File: src/rtl/key_bounce_gen.sv
// key_bounce_gen: emulated mechanical key (bounce, hold, bounce) on an active-low line.
// Optional press counter output press_cnt_o enabled by defining KEY_GEN_PRESS_CNT_EN.
module key_bounce_gen #(
    parameter int          CLK_FREQ_MHZ   = 150,
    parameter int          BOUNCE_TIME_NS = 200,
    parameter int          HOLD_TIME_NS   = 1000,
    parameter int          MAX_LOW_RUN    = 2,
    parameter logic [15:0] LFSR_SEED      = 16'hACE1
) (
    input  logic        clk_i,
    input  logic        srst_i,
    input  logic        press_req_i,
    output logic        ready_o,
    output logic        key_o,
`ifdef KEY_GEN_PRESS_CNT_EN
    output logic [15:0] press_cnt_o,
`endif
    output logic        press_done_stb_o
);
    localparam int BOUNCE_CYC = (CLK_FREQ_MHZ * BOUNCE_TIME_NS + 999) / 1000;
    localparam int HOLD_CYC   = (CLK_FREQ_MHZ * HOLD_TIME_NS + 999) / 1000;
    localparam int MAX_CYC    = (BOUNCE_CYC > HOLD_CYC) ? BOUNCE_CYC : HOLD_CYC;
    localparam int CW         = $clog2(MAX_CYC + 1);
    localparam int LW         = $clog2(MAX_LOW_RUN + 1);
    localparam logic [15:0] SEED = (LFSR_SEED == 16'h0000) ? 16'h0001 : LFSR_SEED;

    if (HOLD_CYC < 1) begin : g_hold_chk
        $error("HOLD_CYC must be >= 1");
    end
    if (MAX_LOW_RUN < 1) begin : g_run_chk
        $error("MAX_LOW_RUN must be >= 1");
    end

    typedef enum logic [1:0] {IDLE, BOUNCE_PRESS, HOLD, BOUNCE_REL} state_t;

    state_t          r_state;
    logic [15:0]     r_lfsr;
    logic [CW-1:0]   r_cnt;
    logic [LW-1:0]   r_low;
    logic            r_fin;
    logic            w_bkey;
    logic            w_fb;
    logic            w_b_last;
    logic            w_h_last;

    // A bounce cycle may not extend a low run past MAX_LOW_RUN.
    assign w_bkey   = r_lfsr[0] | (r_low == LW'(MAX_LOW_RUN));
    assign w_fb     = r_lfsr[15] ^ r_lfsr[13] ^ r_lfsr[12] ^ r_lfsr[10];
    assign w_b_last = r_cnt == CW'(BOUNCE_CYC - 1);
    assign w_h_last = r_cnt == CW'(HOLD_CYC - 1);

    always_ff @(posedge clk_i) begin
        if (srst_i) begin
            r_state          <= IDLE;
            key_o            <= 1'b1;
            ready_o          <= 1'b1;
            press_done_stb_o <= 1'b0;
            r_fin            <= 1'b0;
            r_lfsr           <= SEED;
            r_cnt            <= '0;
            r_low            <= '0;
`ifdef KEY_GEN_PRESS_CNT_EN
            press_cnt_o      <= 16'h0000;
`endif
        end else begin
            press_done_stb_o <= 1'b0;
`ifdef KEY_GEN_PRESS_CNT_EN
            if (r_state == IDLE && r_fin)
                press_cnt_o <= press_cnt_o + 16'h0001;
`endif
            case (r_state)
                IDLE: begin
                    key_o            <= 1'b1;
                    press_done_stb_o <= r_fin;
                    r_fin            <= 1'b0;
                    if (press_req_i) begin
                        r_state <= (BOUNCE_CYC == 0) ? HOLD : BOUNCE_PRESS;
                        ready_o <= 1'b0;
                        r_cnt   <= '0;
                        r_low   <= '0;
                    end
                end
                HOLD: begin
                    key_o <= 1'b0;
                    r_cnt <= r_cnt + 1'b1;
                    if (w_h_last) begin
                        r_cnt   <= '0;
                        r_low   <= '0;
                        r_state <= (BOUNCE_CYC == 0) ? IDLE : BOUNCE_REL;
                        ready_o <= (BOUNCE_CYC == 0);
                        r_fin   <= (BOUNCE_CYC == 0);
                    end
                end
                default: begin
                    key_o  <= w_bkey;
                    r_lfsr <= {r_lfsr[14:0], w_fb};
                    r_low  <= w_bkey ? '0 : r_low + 1'b1;
                    r_cnt  <= r_cnt + 1'b1;
                    if (w_b_last) begin
                        r_cnt   <= '0;
                        r_low   <= '0;
                        r_state <= (r_state == BOUNCE_PRESS) ? HOLD : IDLE;
                        ready_o <= (r_state == BOUNCE_REL);
                        r_fin   <= (r_state == BOUNCE_REL);
                    end
                end
            endcase
        end
    end
endmodule

File: config.mk
export PLATFORM = sky130hd
export DESIGN_NAME = key_bounce_gen
export DESIGN_NICKNAME = d
export VERILOG_FILES = /design/src/rtl/key_bounce_gen.sv
export SDC_FILE = /design/constraint.sdc
export NUM_CORES = 1
export LEC_CHECK = 0
export CAP_MARGIN = 20
export CORE_MARGIN = 3
export CORE_UTILIZATION = 35
export CTS_CLUSTER_DIAMETER = 200
export DETAILED_ROUTE_END_ITERATION = 8
export SLEW_MARGIN = 20
export SYNTH_ARGS = -nofsm -noshare
export SYNTH_HDL_FRONTEND = slang
export SYNTH_SLANG_ARGS = --single-unit
export TNS_END_PERCENT = 1
File: constraint.sdc
create_clock -name clk_i -period 2.1 [get_ports clk_i]
set_input_delay 0.42 -clock clk_i [delete_from_list [all_inputs] [get_ports clk_i]]
set_output_delay 0.42 -clock clk_i [all_outputs]
set_load 0.005 [all_outputs]
# ---- After elaboration in Yosys (flattened, before gate mapping)
# Cells that the tools add are included.
dict set report classes {
  magnitude_cmp 0
  shifts 0
  div 0
  n_eq_ne 8
  muxes 20
  add_sub_neg 2
  n_mul 0
  bitwise 5
  n_reduce_logical 7
}
# cell count
set ops {}
lappend ops {{$mux W8} 3}
lappend ops {{$mux W2} 8}
lappend ops {{$pmux W8 S2} 1}
lappend ops {{$add A8 B1 Y8 const B} 1}
lappend ops {{$eq A8 B5 Y1 const B} 1}
lappend ops {{$eq A8 B8 Y1 const B} 1}
lappend ops {{$pmux W2 S2} 2}
lappend ops {{$eq A2 B2 Y1 const B} 3}
lappend ops {{$pmux W1 S2} 3}
lappend ops {{$ne A2 B2 Y1 const B} 2}
lappend ops {{$reduce_and A2 Y1} 2}
lappend ops {{$reduce_or A2 Y1} 2}
lappend ops {{$mux W1} 3}
lappend ops {{$reduce_and A3 Y1} 1}
lappend ops {{$reduce_bool A3 Y1} 1}
lappend ops {{$xor A1 B1 Y1} 3}
lappend ops {{$add A2 B1 Y2 const B} 1}
lappend ops {{$eq A2 B1 Y1 const B} 1}
lappend ops {{$logic_not A2 Y1} 1}
lappend ops {{$not A1 Y1} 1}
lappend ops {{$or A1 B1 Y1} 1}
dict set report word_totals {
  out_inout_bits 3
  mem_count 0
  input_bits 3
  latch_bits 0
  reg_bits 32
  mem_bits_rw 0
  rom_bits 0
}

# ---- Depth between registers and ports, before layout
# Gate-level depths: netlist of run 1.
dict set report depth {
  depth_word 5
  ltp_mapped 8
  ltp_nobuf 6
}

# ---- Worst setup path before layout of run 1
# No wires, ideal clock.
dict set report synth_path {
  path_kind {reg-to-reg}
  start {register r_cnt[0]}
  end {register r_state[0]}
  path_slack_ns 0.368
  setup_time_ns 0.087
  synth_period_minus_slack_ns 1.732
  n_path_buf 0
  path_stages_with_launch 6
  t_required_ns 2.013
  arrival_ns 1.645
  cell_sequence {dfxtp_1 > ha_1 > or3b_4 > o31a_1 > or4_1 > o31ai_1}
}
dict set report synth_via {
  elab_chain_cells 3
}
# element line_no
set synth_lines {}
lappend synth_lines {{from (decl)} 38} ;# logic [CW-1:0] r_cnt;
lappend synth_lines {{from (signal assigned)} 85} ;# r_cnt <= r_cnt + 1'b1;
lappend synth_lines {{from (signal assigned)} 98} ;# r_cnt <= r_cnt + 1'b1;
lappend synth_lines {{$eq A8 B8 Y1 / $eq A8 B5 Y1 (equally long branches)} {50, 49}}
lappend synth_lines {{$ne A2 B2 Y1 (no line) / $reduce_bool A3 Y1 (equally long branches)} n/a}
lappend synth_lines {{$reduce_and A3 Y1 (no line) *} n/a}
lappend synth_lines {{to (signal assigned)} 77} ;# r_state <= (BOUNCE_CYC == 0) ? HOLD : BOUNCE_PRESS;
lappend synth_lines {{to (signal assigned)} 89} ;# r_state <= (BOUNCE_CYC == 0) ? IDLE : BOUNCE_REL;
lappend synth_lines {{to (signal assigned)} 102} ;# r_state <= (r_state == BOUNCE_PRESS) ? HOLD : IDLE;
lappend synth_lines {{to (decl)} 36} ;# state_t r_state;
# Mark *: on every way between the ends. The rest lies on a longest branch, timed or not.
# A chain may end at the register's enable or synchronous reset.

# ---- Worst setup path in the final report of run 1
# Ends and elaborated chain as after synthesis.

==> impl_metrics.ini, run 1 <==
[setup_path]
startpoint_type = flip-flop
slowest_stage = dfxtp_1
critical_path_class = reg2reg
end_kind = flip-flop
r2r_slack_ns = 0.25
critPathRequiredTime_ns = 2.29
path_max_fanout = 5
worstPathCellList = ha_1 -> or3b_4 -> o31a_1 -> or4_1 -> o31ai_1
slowest_delay_ns = 0.40
crit_buf_inv = 0
cp_top_family = simple AND/OR/NAND/NOR gates
arrival_ns = 2.04

[hold_path]
hold_class = reg2reg

[grt]
grt_pass1_vias = 1039
antenna_found_initial = 0
grt_usage_pct = 11.63
grt_pass1_wl_um = 4643
grt_max_degree = 20
grt_overflow = 0

[placed_design]
gp_congestion = 0.7640
numPortBuffers = 5
hpwl_um = 1802

[route]
ant_nets = 0
wirelength_um = 2597
drt_iter0_markers = 58
drcViolationCount = 0
viasPerCell = 4.991
routedWlPerCell_um = 11.59
via_count = 1118
dr.pass1.iters = 4

[synth]
synth-seq-cells = 32
synth.avg_cell_area_um2 = 8.544
synth-main-ff-cell = dfxtp_1
synth-edff-count = 0
synth_most_common_cell = nand2_1
post_synth_instance_area_um2 = 1444
yosysTopAreaCell = dfxtp_1
synth_nets = 178
ys_top_cells_by_area = dfxtp_1 (44%), nand2_1 (9.4%), ha_1 (5.2%)
syn_inst = 169
yosys-top-cells-count = nand2_1 (36), dfxtp_1 (32), a21oi_1 (13)
seq_area_frac_synth_pct = 44.37
ys_types = 38
ys.warnings.count = 0
netlist.area_leader.share_pct = 44.37
async_flop_share_pct = 0

[clock_tree]
clk_pin_slew_ns = 0.06
clk_latency_ns = 0.27
cts_tree = done
cts_setup_buffers = 0
cts-root-buf = clkbuf_8
cts_buffer_depth = 2
ctsResizeCount = 0
cts_hold_buf = 0
cts_inserted_buffers = 5
htree_levels = 2
cts.sinks = 32

[timing]
fmax_ghz = 0.5416
hold_slack_ns = 0.4392
rsz0062_at_grt = no
maxSlewViolCount = 0
layout_min_cycle_time_ns = 1.847
fin_tns_setup_ns = 0
hold_violations = 0
clock_skew_ns = 0.002029
max_slew_margin_pct = 67.55
post-route-period-util_pct = 87.93
setup_violations = 0
worst_pin_slew_ns = 0.4857

[final_layout]
area_growth_pct = 13.60
diodes = 0
layout.nets = 185
layout-drive-gt1-share_pct = 7.955

[floorplanning]
dieHeight_um = 70.23
fp.dieArea_um2 = 4932
coreArea_um2 = 3826
start_util_pct = 37.74
die_w_um = 70.23
rows = 22
ios = 6

[power_and_ir_drop]
power_density_nw_per_um2 = 1290
cellLeakagePower_nw = 0.6174
ir_drop_v = 0.0005028

[run_status]
status = finished clean

[run]
maxCapViolCount = 0
==> logic make-up after synthesis <==
logic type	share of synthesized area, %
simple gates	27.30
flops	44.37
compound gates	12.91
buf+inv	3.293
xor+xnor	4.852
fa+ha+maj	5.199
mux	2.080
==> path summary, 6_finish.rpt <==
kind	from	end	cells after the start
min reg2reg	r_low[0]$_SDFFE_PP0P_	r_low[0]$_SDFFE_PP0P_	1
max reg2reg	r_cnt[0]$_SDFFE_PP0N_	r_state[0]$_SDFFE_PP0P_	5
max	r_cnt[0]$_SDFFE_PP0N_	r_state[0]$_SDFFE_PP0P_	5
min	r_low[0]$_SDFFE_PP0P_	r_low[0]$_SDFFE_PP0P_	1
==> through the flow <==
step | cell area, µm² | instances | total power, W | util [%] | setup WS (ns)
6_report | 1640 | 224 | 0.002116 | 42.87 | 0.2535
5_1_grt | 1640 | 224 | 0.002300 | 42.87 | 0.1156
4_1_cts | 1640 | 224 | 0.002141 | 42.87 | 0.2674
3_5_place_dp | 1544 | 217 | 0.001630 | 40.35 | 0.2698
3_3_place_gp | 1544 | 217 | 0.001604 | 40.35 | 0.3107
2_1_floorplan | 1444 | 169 | 0.001460 | - | 0.3683
==> placed cells by master (no fill, tap or decap), types with 3 or more instances in the layout <==
cell             instances
nand2b_1                 4
buf_4                    3
o21ai_0                  4
nand2_1                 36
nor2_1                   9
inv_1                    4
clkdlybuf4s50_1          5
nand3b_1                10
dfxtp_1                 32
xor2_1                   4
a21oi_1                 13
xnor2_1                  4
ha_1                     6
clkbuf_8                 7
nor3_1                   5
mux2i_1                  3
==> power breakdown <==
part	leakage [nW]	switching (W)	internal, W
sequential	0.262	0.0000975	0.000769
clock	0.0503	0.000207	0.000291
combinational	0.305	0.000432	0.000319
==> metal layers <==
layer / vias to the layer above / routed length (µm) / GRT usage (%) / share of wire, %
met2: 13 / 1148 / 17.26 / 44
met4: 0 / 13 / 3.830 / 0.50
li1: 589 / - / - / -
met3: 2 / 82 / 4.748 / 3.2
met5: - / 0 / 0 / 0
met1: 514 / 1353 / 15.20 / 52
==> sequential cells by signal, summed over array words and instances, names as in the netlist <==
name              count
r_lfsr               16
r_cnt                 8
r_low                 2
r_state               2
key_o                 1
press_done_stb_o      1
r_fin                 1
ready_o               1
==> final cells by class <==
| cell class | instances | area, µm² |
|---|---|---|
| clock buffer | 7 | 96.34 |
| fill | 378 | 2186 |
| inverter | 4 | 15.01 |
| multi-input combinational | 125 | 755.7 |
| sequential | 32 | 640.6 |
| tap | 48 | 60.06 |
| timing repair buffer | 8 | 72.57 |
(Power assumes the default switching activity.)
==> run 2: changes to the inputs <==
CELL_PAD_IN_SITES_DETAIL_PLACEMENT = 0   (was unset)
CELL_PAD_IN_SITES_GLOBAL_PLACEMENT = 1   (was unset)
PLACE_DENSITY_LB_ADDON = 0.1   (was unset)
clock period = 2.4 ns   (was 2.1 ns; I/O delays follow)
==> impl_metrics.ini, run 2 (synthesis gave the netlist of run 1 again) <==
[timing]
hold_violations = 0
fin_tns_setup_ns = 0
post-route-period-util_pct = 76.71
setup_violations = 0
hold_slack_ns = 0.4334
fmax_ghz = 0.5432
clock_skew_ns = 0.004812
worst_pin_slew_ns = 0.5177
rsz0062_at_grt = no
max_slew_margin_pct = 65.42
maxSlewViolCount = 0
layout_min_cycle_time_ns = 1.841

[grt]
grt_overflow = 0
met3_usage_pct = 3.597
grt_max_degree = 20
use_met1_pct = 15.65
antenna_found_initial = 0
grt_pass1_wl_um = 4705
grt_pass1_vias = 1028
gr-usage-met2_pct = 17.67
grt_usage_pct = 11.84
busiest_layer = met2

[final_layout]
layout-drive-gt1-share_pct = 8.475
final_common_cell = nand2_1
top_register = r_lfsr
diodes = 0
area_growth_pct = 13.34
final_cell_mix = nand2_1 (36), dfxtp_1 (32), a21oi_1 (13), nand3b_1 (10), nor2_1 (9)
top_regs = r_lfsr: 16 flops, r_cnt: 8 flops
largest_reg_flops = 16
layout.nets = 185

[hold_path]
worstHoldStart = r_fin$_SDFFE_PP0P_
hold_end = press_done_stb_o$_SDFF_PP0_
hold_class = reg2reg
hold-path-cell-count = 2

[power_and_ir_drop]
ir_drop_v = 0.0003806
power_density_nw_per_um2 = 1127
cellLeakagePower_nw = 0.6180

[route]
dr.pass1.iters = 4
drt_iter0_markers = 68
routedWlPerCell_um = 11.82
wirelength_um = 2659
via_count = 1111
viasPerCell = 4.938
drcViolationCount = 0
ant_nets = 0

[clock_tree]
cts_buffer_depth = 2
cts_hold_buf = 0
cts_tree = done
ctsResizeCount = 0
cts.sinks = 32
cts_inserted_buffers = 5
cts_setup_buffers = 0
htree_levels = 2
clk_latency_ns = 0.28
clk_pin_slew_ns = 0.07
cts-root-buf = clkbuf_8

[setup_path]
path_max_fanout = 5
r2r_slack_ns = 0.56
critical_path_class = reg2reg
worstPathCellList = ha_1 -> or3b_4 -> o31a_1 -> or4_1 -> o31ai_1
r2r-start = r_cnt[0]$_SDFFE_PP0N_
end_kind = flip-flop
startpoint_type = flip-flop
slowest_delay_ns = 0.42
r2r_end = r_state[0]$_SDFFE_PP0P_
slowest_stage = or4_1
arrival_ns = 2.04
critPathRequiredTime_ns = 2.59
reg2reg_depth = 5

[floorplanning]
rows = 22
start_util_pct = 37.74
ios = 6
coreArea_um2 = 3826
dieHeight_um = 70.23
die_w_um = 70.23
fp.dieArea_um2 = 4932

[placed_design]
gp_congestion = 0.7917
numPortBuffers = 5
hpwl_um = 1813

[run]
maxCapViolCount = 0

[run_status]
status = finished clean
run 2: cell types whose count changed in the layout (fill, tap and decap cells not counted):
cell	change
clkbuf_8	-1
clkinv_2	+2
run 2: where the power goes:
group | leakage [nW] | switching, W | internal [W]
combinational | 0.305 | 0.000379 | 0.000279
sequential | 0.262 | 0.0000876 | 0.000673
clock | 0.0510 | 0.000198 | 0.000229
total | 0.618 | 0.000665 | 0.00118
run 2: worst max-delay path, delay by kind of cell, from the launching register on:
family | cells | cell delay, ns
adders and majority gates | 1 | 0.16
AOI/OAI and AO/OA | 2 | 0.41
and+or+nand+nor | 2 | 0.81
DFF | 1 | 0.39
run 2: layer usage:
layer	wire length (µm)	share of wire, %	vias up
met5	0	0	-
met4	19	0.71	0
met3	76	2.9	2
met2	1160	44	8
met1	1404	53	513
li1	-	-	588
run 2: worst max path at each step:
stage,start,end,depth (start not counted)
floorplan,r_cnt[0]$_SDFFE_PP0N_,r_state[0]$_SDFFE_PP0P_,5
global placement,press_req_i,r_cnt[2]$_SDFFE_PP0N_,5
detailed placement,press_req_i,r_cnt[4]$_SDFFE_PP0N_,5
CTS,r_cnt[0]$_SDFFE_PP0N_,r_state[0]$_SDFFE_PP0P_,5
global route,r_cnt[0]$_SDFFE_PP0N_,r_cnt[5]$_SDFFE_PP0N_,5
finish,r_cnt[0]$_SDFFE_PP0N_,r_state[0]$_SDFFE_PP0P_,5
run 2: layout make-up:
class	instances	area [µm²]
clock buffers	6	82.58
clock inverters	2	10.01
fillers	400	2190
inverters	4	15.01
multi-input cells	125	755.7
flip-flops and latches	32	640.6
well taps	48	60.06
repair buffers	8	72.57
run 2: through the flow:
stage	power [W]	cells	setup WS [ns]	utilization (%)	instance area, µm²
4_1_cts	0.001874	225	0.5388	42.77	1637
2_1_floorplan	0.001277	169	0.6683	-	1444
5_1_grt	0.002009	225	0.4135	42.77	1637
6_report	0.001845	225	0.5590	42.77	1637
3_3_place_gp	0.001428	217	0.4944	40.35	1544
3_5_place_dp	0.001437	217	0.4853	40.35	1544
==> run 3: changes to the inputs <==
clock period = 1.86 ns   (was 2.4 ns; I/O delays follow)
==> impl_metrics.ini, run 3 (synthesis gave the netlist of run 1 again) <==
[final_layout]
final_common_cell = nand2_1
top_register = r_lfsr
final_cell_mix = nand2_1 (36), dfxtp_1 (31), a21oi_1 (13), nand3b_1 (10), nor2_1 (9)
top_regs = r_lfsr: 16 flops, r_cnt: 8 flops
diodes = 0
layout-drive-gt1-share_pct = 10.11
largest_reg_flops = 16
final_area_um2 = 1654
layout.nets = 186
final_cell_count_no_fill = 226
area_growth_pct = 14.56

[floorplanning]
ios = 6
coreArea_um2 = 3826
dieHeight_um = 70.23
start_util_pct = 37.74
fp.dieArea_um2 = 4932
die_w_um = 70.23
rows = 22

[placed_design]
dp_slack_ns = 0.06644
dp.cells = 218
dpl_cell_area_um2 = 1551
gp_congestion = 0.7292
numPortBuffers = 5
hpwl_um = 1884

[run_status]
status = finished clean

[grt]
grt_pass1_vias = 1054
grt_pass1_wl_um = 4947
grt_usage_pct = 12.49
grt_overflow = 0
grt_max_degree = 20
antenna_found_initial = 0

[power_and_ir_drop]
cellLeakagePower_nw = 0.6195
clockPowerShare_pct = 22.9
swShare_pct = 35.53
p_sw_w = 0.0008519
ir_drop_v = 0.0005312
combPwrFrac_pct = 36.2
power.internal_w = 0.001546
pwr-share-seq_pct = 40.9
power_density_nw_per_um2 = 1449

[timing]
layout_min_cycle_time_ns = 1.768
clock_skew_ns = 0.006135
max_slew_margin_pct = 69.64
worst_pin_slew_ns = 0.4544
rsz0062_at_grt = no
setup_violations = 0
hold_violations = 0
fin_tns_setup_ns = 0
maxSlewViolCount = 0
setup_slack_ns = 0.09229
post-route-period-util_pct = 95.04
fmax_ghz = 0.5657

[setup_path]
slowest_delay_ns = 0.41
startpoint_type = flip-flop
worstPathCellList = ha_1 -> or3b_4 -> o31a_1 -> or4_1 -> o31ai_1
r2r-start = r_cnt[0]$_SDFFE_PP0N_
critPathRequiredTime_ns = 2.06
path_max_fanout = 5
arrival_ns = 1.97
slowest_stage = or4_1
critical_path_class = reg2reg
crit_start = r_cnt[0]$_SDFFE_PP0N_
crit_buf_inv = 0
end_kind = flip-flop
cp_top_family = simple AND/OR/NAND/NOR gates

[clock_tree]
cts_buffer_depth = 2
cts_inserted_buffers = 5
htree_levels = 2
clk_latency_ns = 0.28
cts-root-buf = clkbuf_8
ctsResizeCount = 0
cts.sinks = 32
cts_hold_buf = 0
cts_tree = done
clk_pin_slew_ns = 0.07
cts_setup_buffers = 0

[route]
routedWlPerCell_um = 12.12
wirelength_um = 2739
ant_nets = 0
viasPerCell = 4.982
dr.pass1.iters = 4
drt_iter0_markers = 73
drcViolationCount = 0
via_count = 1126

[hold_path]
hold_class = reg2reg
worstHoldStart = r_fin$_SDFFE_PP0P_

[run]
maxCapViolCount = 0
==> run 3: worst paths after layout <==
path,to,slack (ns),cells past startpoint
setup reg to reg,r_state[0]$_SDFFE_PP0P_,0.09,5
hold / removal,press_done_stb_o$_SDFF_PP0_,0.44,2
hold reg to reg,press_done_stb_o$_SDFF_PP0_,0.44,2
setup / recovery,r_state[0]$_SDFFE_PP0P_,0.09,5
==> run 3: cell type report <==
| class | count | area (µm²) |
|---|---|---|
| Clock buffer | 8 | 90.09 |
| Fill cell | 391 | 2172 |
| Inverter | 4 | 15.01 |
| Multi-Input combinational cell | 125 | 767.0 |
| Sequential cell | 32 | 641.9 |
| Tap cell | 48 | 60.06 |
| Timing Repair Buffer | 9 | 80.08 |
==> run 3: power groups by stage <==
stage          combinational [W]  clock (W)  sequential (W)
3_5_place_dp            0.000865          0        0.000993
6_report                0.000868   0.000549        0.000980
2_1_floorplan           0.000676          0        0.000972
5_1_grt                  0.00100   0.000600         0.00101
4_1_cts                 0.000871   0.000562        0.000980
3_3_place_gp            0.000856          0        0.000989
==> run 3: worst min-delay path, stage by stage (launching register included) <==
cell and delay [ns]:
dfxtp_1 0.32, nand2_1 0.05, nor2_1 0.03
==> run 3: per-layer routing <==
layer | GRT usage (%) | wire length, µm
met5 | 0 | 0
met4 | 5.106 | 23
met3 | 4.460 | 109
met2 | 16.74 | 1107
met1 | 17.82 | 1499
==> run 3: per-stage QoR <==
| stage | utilization [%] | total power (W) | hold WS (ns) |
|---|---|---|---|
| 2_1_floorplan | - | 0.001648 | 0.4062 |
| 3_3_place_gp | 40.55 | 0.001845 | 0.4169 |
| 3_5_place_dp | 40.55 | 0.001858 | 0.4301 |
| 4_1_cts | 42.90 | 0.002413 | 0.4396 |
| 5_1_grt | 43.23 | 0.002612 | 0.4608 |
| 6_report | 43.23 | 0.002397 | 0.4359 |
